**src/rtl/score_keeper_if.sv**
```systemverilog
// Signal bundle between the video/ball stages and the score keeper.
// master drives the raw game inputs; slave is the score keeper itself.
interface score_keeper_if;
  logic [10:0] hcount;
  logic [10:0] vcount;
  logic        vblank;
  logic [10:0] ball_h;
  logic        ball_dir;
  logic        coll_paddle;
  logic        serve_btn;
  logic        ball_reset;
  logic [3:0]  score_left;
  logic [3:0]  score_right;
  logic        game_over;
  logic        winner;
  logic        pixel_valid;

  modport master (
    output hcount, vcount, vblank, ball_h, ball_dir, coll_paddle, serve_btn,
    input  ball_reset, score_left, score_right, game_over, winner, pixel_valid
  );

  modport slave (
    input  hcount, vcount, vblank, ball_h, ball_dir, coll_paddle, serve_btn,
    output ball_reset, score_left, score_right, game_over, winner, pixel_valid
  );
endinterface

```
**src/rtl/score_keeper.sv**
```systemverilog
// Game-flow controller: miss detection, serve/point/game-over sequencing and
// a registered score-block overlay drawn at the top of the screen.
module score_keeper #(
  parameter int unsigned WIN_SCORE   = 9,
  parameter int unsigned LEFT_MISS   = 16,
  parameter int unsigned RIGHT_MISS  = 624,
  parameter int unsigned HOLD_FRAMES = 60,
  parameter int unsigned BAR_Y       = 8,
  parameter int unsigned BAR_H       = 8,
  parameter int unsigned BAR_W       = 8,
  parameter int unsigned BAR_PITCH   = 12,
  parameter int unsigned LEFT_X0     = 200,
  parameter int unsigned RIGHT_X0    = 440
) (
  input logic           clk,
  input logic           rst,
  score_keeper_if.slave sk_io
);

  localparam logic [1:0] StIdle  = 2'd0;
  localparam logic [1:0] StPlay  = 2'd1;
  localparam logic [1:0] StPoint = 2'd2;
  localparam logic [1:0] StOver  = 2'd3;

  localparam logic [3:0] WinScore  = 4'(WIN_SCORE);
  localparam logic [5:0] HoldInit  = 6'(HOLD_FRAMES - 1);
  localparam logic [7:0] BarW      = 8'(BAR_W);
  localparam logic [7:0] PitchLast = 8'(BAR_PITCH - 1);

  logic       serve_meta_q, serve_sync_q, serve_prev_q, serve_armed_q;
  logic [1:0] fill_q;
  logic       serve_pulse;
  logic       vblank_q;
  logic       frame_tick;
  logic       left_miss, right_miss;

  logic [1:0] state_q, state_d;
  logic [3:0] score_l_q, score_l_d, score_r_q, score_r_d;
  logic       winner_q, winner_d;
  logic [5:0] hold_q, hold_d;
  logic       ball_reset_q, game_over_q, pixel_valid_q;
  logic       bar_rows;
  logic [1:0] side_hit;

  // The armed flag blocks a serve edge until the synchronizer has been seen
  // low after reset, so a button held through reset cannot start a rally.
  always_ff @(posedge clk or negedge rst) begin
    if (!rst) begin
      serve_meta_q  <= 1'b0;
      serve_sync_q  <= 1'b0;
      serve_prev_q  <= 1'b0;
      serve_armed_q <= 1'b0;
      fill_q        <= 2'b00;
      vblank_q      <= 1'b0;
    end else begin
      serve_meta_q  <= sk_io.serve_btn;
      serve_sync_q  <= serve_meta_q;
      serve_prev_q  <= serve_sync_q;
      fill_q        <= {fill_q[0], 1'b1};
      serve_armed_q <= serve_armed_q | (fill_q[1] & ~serve_sync_q);
      vblank_q      <= sk_io.vblank;
    end
  end

  assign serve_pulse = serve_armed_q & serve_sync_q & ~serve_prev_q;
  assign frame_tick  = sk_io.vblank & ~vblank_q;
  assign left_miss   = ~sk_io.ball_dir & (sk_io.ball_h <= 11'(LEFT_MISS)) & ~sk_io.coll_paddle;
  assign right_miss  = sk_io.ball_dir & (sk_io.ball_h >= 11'(RIGHT_MISS)) & ~sk_io.coll_paddle;

  // Next-state logic for the game sequence and scores.
  always_comb begin
    state_d   = state_q;
    score_l_d = score_l_q;
    score_r_d = score_r_q;
    winner_d  = winner_q;
    hold_d    = hold_q;
    case (state_q)
      StIdle: begin
        if (serve_pulse) state_d = StPlay;
      end
      StPlay: begin
        if (frame_tick && left_miss) begin
          score_r_d = score_r_q + 4'd1;
          if (score_r_d == WinScore) begin
            state_d  = StOver;
            winner_d = 1'b1;
          end else begin
            state_d = StPoint;
            hold_d  = HoldInit;
          end
        end else if (frame_tick && right_miss) begin
          score_l_d = score_l_q + 4'd1;
          if (score_l_d == WinScore) begin
            state_d  = StOver;
            winner_d = 1'b0;
          end else begin
            state_d = StPoint;
            hold_d  = HoldInit;
          end
        end
      end
      StPoint: begin
        if (frame_tick) begin
          if (hold_q == 6'd0) state_d = StPlay;
          else                hold_d  = hold_q - 6'd1;
        end
      end
      default: begin
        if (serve_pulse) begin
          state_d   = StIdle;
          score_l_d = 4'd0;
          score_r_d = 4'd0;
          winner_d  = 1'b0;
        end
      end
    endcase
  end

  // Game state and registered outputs derived from the next state.
  always_ff @(posedge clk or negedge rst) begin
    if (!rst) begin
      state_q       <= StIdle;
      score_l_q     <= 4'd0;
      score_r_q     <= 4'd0;
      winner_q      <= 1'b0;
      hold_q        <= 6'd0;
      ball_reset_q  <= 1'b1;
      game_over_q   <= 1'b0;
      pixel_valid_q <= 1'b0;
    end else begin
      state_q       <= state_d;
      score_l_q     <= score_l_d;
      score_r_q     <= score_r_d;
      winner_q      <= winner_d;
      hold_q        <= hold_d;
      ball_reset_q  <= (state_d != StPlay);
      game_over_q   <= (state_d == StOver);
      pixel_valid_q <= bar_rows & (|side_hit);
    end
  end

  assign bar_rows = (sk_io.vcount >= 11'(BAR_Y)) && (sk_io.vcount < 11'(BAR_Y + BAR_H));

  // Per-side block/offset counters: restart when hcount hits the side's X0,
  // then walk one pixel per cycle until the last scored block has passed.
  for (genvar s = 0; s < 2; s++) begin : g_side
    localparam logic [10:0] X0 = (s == 0) ? 11'(LEFT_X0) : 11'(RIGHT_X0);

    logic [3:0] score;
    logic       start;
    logic       act_q, act_d, cur_act;
    logic [3:0] blk_q, blk_d, cur_blk;
    logic [7:0] off_q, off_d, cur_off;

    assign score = (s == 0) ? score_l_q : score_r_q;
    assign start = (sk_io.hcount == X0);

    // Current-pixel position inside the run and the step to the next pixel.
    always_comb begin
      cur_act = start | act_q;
      cur_blk = start ? 4'd0 : blk_q;
      cur_off = start ? 8'd0 : off_q;
      if (cur_off == PitchLast) begin
        off_d = 8'd0;
        blk_d = cur_blk + 4'd1;
      end else begin
        off_d = cur_off + 8'd1;
        blk_d = cur_blk;
      end
      act_d       = cur_act & (blk_d < score);
      side_hit[s] = cur_act & (cur_blk < score) & (cur_off < BarW);
    end

    // Overlay counter state for this side.
    always_ff @(posedge clk or negedge rst) begin
      if (!rst) begin
        act_q <= 1'b0;
        blk_q <= 4'd0;
        off_q <= 8'd0;
      end else begin
        act_q <= act_d;
        blk_q <= blk_d;
        off_q <= off_d;
      end
    end
  end

  assign sk_io.ball_reset  = ball_reset_q;
  assign sk_io.score_left  = score_l_q;
  assign sk_io.score_right = score_r_q;
  assign sk_io.game_over   = game_over_q;
  assign sk_io.winner      = winner_q;
  assign sk_io.pixel_valid = pixel_valid_q;

endmodule
```
**src/flat_wrapper.sv**
```systemverilog
// flat-port wrapper written by rule: the top's interface ports become plain ports
module score_keeper_flat 
#(
  parameter int unsigned WIN_SCORE   = 9,
  parameter int unsigned LEFT_MISS   = 16,
  parameter int unsigned RIGHT_MISS  = 624,
  parameter int unsigned HOLD_FRAMES = 60,
  parameter int unsigned BAR_Y       = 8,
  parameter int unsigned BAR_H       = 8,
  parameter int unsigned BAR_W       = 8,
  parameter int unsigned BAR_PITCH   = 12,
  parameter int unsigned LEFT_X0     = 200,
  parameter int unsigned RIGHT_X0    = 440
)
  (clk, rst, sk_io_hcount, sk_io_vcount, sk_io_vblank, sk_io_ball_h, sk_io_ball_dir, sk_io_coll_paddle, sk_io_serve_btn, sk_io_ball_reset, sk_io_score_left, sk_io_score_right, sk_io_game_over, sk_io_winner, sk_io_pixel_valid);
  score_keeper_if sk_io_i ();
  input logic clk;
  input logic rst;
  input wire logic [$bits(sk_io_i.hcount)-1:0] sk_io_hcount;
  input wire logic [$bits(sk_io_i.vcount)-1:0] sk_io_vcount;
  input wire logic [$bits(sk_io_i.vblank)-1:0] sk_io_vblank;
  input wire logic [$bits(sk_io_i.ball_h)-1:0] sk_io_ball_h;
  input wire logic [$bits(sk_io_i.ball_dir)-1:0] sk_io_ball_dir;
  input wire logic [$bits(sk_io_i.coll_paddle)-1:0] sk_io_coll_paddle;
  input wire logic [$bits(sk_io_i.serve_btn)-1:0] sk_io_serve_btn;
  output wire logic [$bits(sk_io_i.ball_reset)-1:0] sk_io_ball_reset;
  output wire logic [$bits(sk_io_i.score_left)-1:0] sk_io_score_left;
  output wire logic [$bits(sk_io_i.score_right)-1:0] sk_io_score_right;
  output wire logic [$bits(sk_io_i.game_over)-1:0] sk_io_game_over;
  output wire logic [$bits(sk_io_i.winner)-1:0] sk_io_winner;
  output wire logic [$bits(sk_io_i.pixel_valid)-1:0] sk_io_pixel_valid;
  assign sk_io_i.hcount = sk_io_hcount;
  assign sk_io_i.vcount = sk_io_vcount;
  assign sk_io_i.vblank = sk_io_vblank;
  assign sk_io_i.ball_h = sk_io_ball_h;
  assign sk_io_i.ball_dir = sk_io_ball_dir;
  assign sk_io_i.coll_paddle = sk_io_coll_paddle;
  assign sk_io_i.serve_btn = sk_io_serve_btn;
  assign sk_io_ball_reset = sk_io_i.ball_reset;
  assign sk_io_score_left = sk_io_i.score_left;
  assign sk_io_score_right = sk_io_i.score_right;
  assign sk_io_game_over = sk_io_i.game_over;
  assign sk_io_winner = sk_io_i.winner;
  assign sk_io_pixel_valid = sk_io_i.pixel_valid;
  score_keeper #(.WIN_SCORE(WIN_SCORE), .LEFT_MISS(LEFT_MISS), .RIGHT_MISS(RIGHT_MISS), .HOLD_FRAMES(HOLD_FRAMES), .BAR_Y(BAR_Y), .BAR_H(BAR_H), .BAR_W(BAR_W), .BAR_PITCH(BAR_PITCH), .LEFT_X0(LEFT_X0), .RIGHT_X0(RIGHT_X0)) u_core (.clk(clk), .rst(rst), .sk_io(sk_io_i));
endmodule
```
**config.mk**
```make
export PLATFORM = sky130hd
export DESIGN_NAME = score_keeper_flat
export DESIGN_NICKNAME = d
export VERILOG_FILES = /design/src/rtl/score_keeper_if.sv /design/src/rtl/score_keeper.sv /design/src/flat_wrapper.sv
export SDC_FILE = /design/constraint.sdc
export NUM_CORES = 1
export LEC_CHECK = 0
export BUFFER_PORTS_ARGS = -buffer_cell sky130_fd_sc_hd__clkbuf_2
export CAP_MARGIN = 40
export CORE_ASPECT_RATIO = 1.75
export CORE_MARGIN = 2
export CORE_UTILIZATION = 56
export DETAILED_ROUTE_END_ITERATION = 6
export GPL_TIMING_DRIVEN = 1
export PLACE_DENSITY_LB_ADDON = 0.3
export SLEW_MARGIN = 25
export SYNTH_ARGS = -nofsm -noshare
export SYNTH_HDL_FRONTEND = slang
export SYNTH_SLANG_ARGS = --single-unit
export TNS_END_PERCENT = 20
```
**constraint.sdc**
```tcl
create_clock -name clk -period 2.66 [get_ports clk]
set_input_delay 0.798 -clock clk [delete_from_list [all_inputs] [get_ports clk]]
set_output_delay 0.798 -clock clk [all_outputs]
set_load 0.03 [all_outputs]
```
# Word-level counts from Yosys, hierarchy flattened
# Cells that the tools add are included.
# totals
reg_bits	53
out_inout_bits	12
# op_classes
n_eq_ne	20
muxes	36
add_sub_neg	7
reduce_logical	13
order_cmp	10
bitwise_logic	24
# ops
cell	n
$mux 6	6
$mux 4	8
$mux 8	4
$add 4x1->4 const B	4
$add 8x1->8 const B	2
$eq 8x4->1 const B	2
$lt 4x4->1	4
$lt 8x4->1 const B	2
$pmux 4 s2	2
$and 1x1->1	15
$mux 2	6
$pmux 6 s2	1
$eq 11x8->1 const B	1
$eq 11x9->1 const B	1
$ge 11x10->1 const B	1
$ge 11x4->1 const B	1
$le 11x5->1 const B	1
$lt 11x5->1 const B	1
$eq 4x4->1 const B	2
$ne 2x1->1 const B	4
$mux 1	7
$logic_not 6->1	1
$ne 3x1->1 const B	2
$ne 3x3->1 const B	2
17 further kinds	30

# Logic depth before layout (Yosys ltp)
# logic_depth
depth_word	8
ltp_mapped	13
mapped_depth_nobuf	12

# Worst setup path before layout
# No wires, ideal clock.
# synth_timing
path_kind	input -> register
from	input port sk_io_hcount[8]
to	register u_core.g_side[1].act_q
stages	11
setup_slack_ns	-0.589
setup_ns	0.120
arrival_ns	3.129
n_path_buf	1
t_required_ns	2.540
cell_sequence	and4b_1 nand3_1 clkdlybuf4s15_1 and2_1 ha_1 nand2_1 nor4b_4 mux2_2 ha_1 o2111ai_1 and3_1
# synth_via
elab_chain_cells	6
elab_cells_between_ends	9
classes_between	1 x add/sub; 1 x order compare; 2 x eq/ne; 3 x mux; 2 x bitwise
# synth_lines
element	line	source
start: declaration	flat_wrapper.sv:19	input wire logic [$bits(sk_io_i.hcount)-1:0] sk_io_hcount;
$eq 11x9->1 *	score_keeper.sv:156	assign start = (sk_io.hcount == X0);
$mux 4 / $mux 8 (equally long branches)	score_keeper.sv:161, score_keeper.sv:162	
$add 4x1->4 / $eq 8x4->1 (equally long branches)	score_keeper.sv:165, score_keeper.sv:163	
$mux 4 *	score_keeper.sv:163	if (cur_off == PitchLast) begin
net u_core.g_side[1].blk_d[1]	score_keeper.sv:152	logic [3:0] blk_q, blk_d, cur_blk;
$lt 4x4->1 *	score_keeper.sv:170	act_d = cur_act & (blk_d < score);
$and 1x1->1 *	score_keeper.sv:170	
net u_core.g_side[1].act_d	score_keeper.sv:151	logic act_q, act_d, cur_act;
end signal: assignment	score_keeper.sv:181	act_q <= act_d;
end: declaration	score_keeper.sv:151	
# Mark *: on every way through the listed nets, which the timed path passes. The rest lies on a longest branch.
# A chain may end at the register's enable or synchronous reset.

# Worst setup path in the final report
# layout_timing
from	input port sk_io_hcount[7]
to	register u_core.g_side[1].act_q
# The elaborated chain is that of the path after synthesis.

==> flow_summary.ini <==
[synthesis]
post_synth_fa_ha_maj_area_fraction = 0.101
flip_flop_and_latch_count_after_synthesis = 53
synthesis.area_per_instance_sq_um = 9.73
compound_gate_portion_of_the_synthesized_area = 0.131
post_synth_and_or_nand_nor_area_fraction = 0.239
synth.top_cells.by_count = 52 x dfrtp_1, 27 x nand2_1, 25 x ha_1
synth_async_sr_flop_share = 1.00
synth_top_area_frac = 0.422
synthFlopType = dfrtp_1
synth_sequential_area_ratio = 0.430
netlist_instances = 317
dominant_combinational_cell_family_by_area_after_synthesis = simple AND/OR/NAND/NOR gates
number_of_enable_flip_flop_cells_after_synthesis = 0
muxShareOfSynthArea = 0.0105
synth.largest_area_cell = dfrtp_1
ys_top_cells_by_area = dfrtp_1 42%, ha_1 10%, and2_1 3.4%
synth.most_common_cell = dfrtp_1
mappedNetlistArea_sq_um = 3080
synthesis.yosys.warnings = 0
synthesis.nets = 381
synthDistinctLibCells = 57
yosys.area_share.xor_xnor = 0.0511

[setup_path]
cp_max_fo = 4
end_kind = register
worst_r2r_end = u_core.g_side[0].act_q$_DFF_PN0_
timing.critical_path.arrival_ns = 2.96
timing_worst_setup_path_type = in2reg
worst_reg2reg_path_length_in_cells = 7
regToRegStartpoint = u_core.g_side[0].off_q[5]$_DFF_PN0_
setup.worst_path.start = sk_io_hcount[7]
crit_required_ns = 2.87
r2r_setup_slack_ns = 0.20
start_kind = input pin

[global_routing]
grt_max_degree = 32
grt_antenna_before_repair = 0
grt_overflow = 0
gr-usage-all-layers = 0.252
grt_pass1_wl_microns = 12000
first_global_vias = 2869

[route]
drtPass1Iterations = 4
post_drt_wl_per_cell_microns = 15.0
drc = 0
viasPerCell = 5.65
final_antenna_net_count = 0
drt_iter0_markers = 74
drt_wl_total_microns = 7010
vias = 2651

[sta]
upper_clock_frequency_limit_mhz = 364
layout_min_cycle_time_ns = 2.75
setup_violations = 1
min_period_over_period = 1.03
grt_setup_unrepaired = yes
skew_ns = 0.0155
report.final.slew_viol_count = 0
timing.final.ws_setup_ns = -0.0889
hold_violations = 0
tightest_slew_ns = 0.630
slew_headroom = 0.580

[clock_network]
number_of_sinks_handled_by_clock_tree_synthesis = 53
clk_transition_reported_paths_ns = 0.09
max-clock-path-buffers = 2
clkLatencyLatePin_ns = 0.31
cts-root-buf = clkbuf_8
number_of_clock_buffers_inserted_by_tritoncts = 5
tritoncts = done
cts-htree-levels = 2

[power]
power.density_nw_per_um2 = 687
cellLeakagePower_uw = 0.00187
max-vdd-ir-drop_v = 0.000557

[floorplanning]
die_area_sq_um = 6140
starting_density_of_the_core = 0.582
die-height_microns = 102
fp.dieW_microns = 60.1
core_area_sq_um = 5300
floorplan.io_pins = 51
core.rowCount = 35

[final_layout]
insertedDiodeCount = 0
multiInputGateArea_sq_um = 1780
num-nets-final = 458
areaGrowthSynthToFinish_pct = 24.4
post_route_cells_drive_above_1_share = 0.276
ff_latch_area_sq_um = 1330
post-route-util = 0.724
n_fill_cell = 395

[job]
number_of_max_cap_violations = 0

[place]
preCtsSetupSlack_ns = -0.415
placement.io_buffers = 47
gpl.final_weighted_congestion = 0.927
hpwlAfterDp_microns = 5510

[worst_hold_path]
holdCritStartpoint = u_core.fill_q[0]$_DFF_PN0_
hp-class = reg2reg
hold-path-cell-count = 0
min_delay_endpoint = u_core.fill_q[1]$_DFF_PN0_

[status]
outcome = complete, but fails checks
violated_checks = setup timing
-- power breakdown --
group / switching, uW / internal [uW] / total, uW
clock: 265 / 211 / 477
sequential: 201 / 977 / 1180
combinational: 560 / 423 / 983
-- cell families after synthesis --
kind of cell               after synthesis
AOI/OAI and AO/OA                       61
xor gates and xnor gates                18
adders and majority gates               25
buffers and inverters                   27
DFF                                     53
muxes                                    3
other                                    1
and+or+nand+nor                        129
-- state kept, by name (all words and copies together), names as in the netlist --
register                  count
u_core.g_side.off_q          16
u_core.g_side.blk_q           8
u_core.hold_q                 6
u_core.sk_io.score_left       4
u_core.sk_io.score_right      4
u_core.fill_q                 2
u_core.g_side.act_q           2
u_core.state_q                2
u_core.serve_armed_q          1
u_core.serve_meta_q           1
u_core.serve_prev_q           1
u_core.serve_sync_q           1
u_core.sk_io.ball_reset       1
u_core.sk_io.game_over        1
u_core.sk_io.pixel_valid      1
u_core.sk_io.winner           1
u_core.vblank_q               1
-- area by class of cell --
type / instances / share of cell area
Clock buffer: 6 / 0.0215
Clock inverter: 2 / 0.00359
Inverter: 23 / 0.0225
Multi-Input combinational cell: 237 / 0.465
Sequential cell: 53 / 0.346
Tap cell: 74 / 0.0241
Timing Repair Buffer: 74 / 0.117
-- worst max-delay path by stage --
stage | end | depth (start not counted) | slack, ns
5_1_grt | u_core.g_side[1].act_q$_DFF_PN0_ | 13 | -0.18
4_1_cts | u_core.g_side[1].act_q$_DFF_PN0_ | 13 | -0.05
6_report | u_core.g_side[1].act_q$_DFF_PN0_ | 13 | -0.09
3_5_place_dp | u_core.g_side[1].act_q$_DFF_PN0_ | 14 | -0.42
3_3_place_gp | u_core.g_side[1].act_q$_DFF_PN0_ | 13 | -0.36
2_1_floorplan | u_core.g_side[1].act_q$_DFF_PN0_ | 11 | -0.28
-- repair_timing --
action / 4_1_cts / 5_1_grt
endpoints found under the setup margin: 2 / 2
hold buffers: 0 / 0
cloned: 0 / 0
gates resized for setup: 4 / 1
pin swaps: 6 / 2
setup buffers: 2 / 1
-- worst max-delay path: stages --
cell and delay, ns:
clkbuf_2 0.08, nor3b_4 0.14, buf_4 0.13, nand3_4 0.08, and2_4 0.16, ha_4 0.14
nand2_4 0.05, nor4b_4 0.34, buf_4 0.18, mux2_4 0.32, ha_4 0.26, o2111ai_2 0.08
and3_1 0.19
-- per-layer routing --
metal  routed length, microns  track usage  share of wire
met1                     2520        0.256           0.36
met2                     4070        0.482           0.58
met3                      263       0.0430          0.037
met4                      160        0.101          0.023
met5                        0            0              0
-- metrics by stage --
step	cells	instance area (sq um)	setup TNS, ns	power (uW)	hold WS, ns
floorplan	317	3190	-0.520	1790	0.331
global placement	458	3680	-0.788	2120	0.335
detailed placement	458	3680	-0.891	2170	0.340
CTS	468	3820	-0.0514	2650	0.361
global route	469	3840	-0.292	2830	0.372
finish	469	3840	-0.0889	2640	0.358
-- placed cells by master, fill, tap and decap left out, types with 3 or more instances in the layout --
master,n
nor4_1,4
clkbuf_8,6
nand3_1,14
inv_1,23
and2_4,4
nor3_1,6
nor3b_1,4
and2_1,13
dfrtp_1,52
nand2_1,25
o21ai_0,11
a21oi_1,15
a21boi_0,4
nor4b_4,3
buf_4,26
xnor2_1,9
and3_1,9
xor2_1,8
a21o_1,4
o211ai_1,3
nand4_1,6
ha_4,4
a211oi_1,3
nor2_1,20
clkbuf_2,47
ha_1,21
Note: power is estimated with default switching activity, not from simulation.
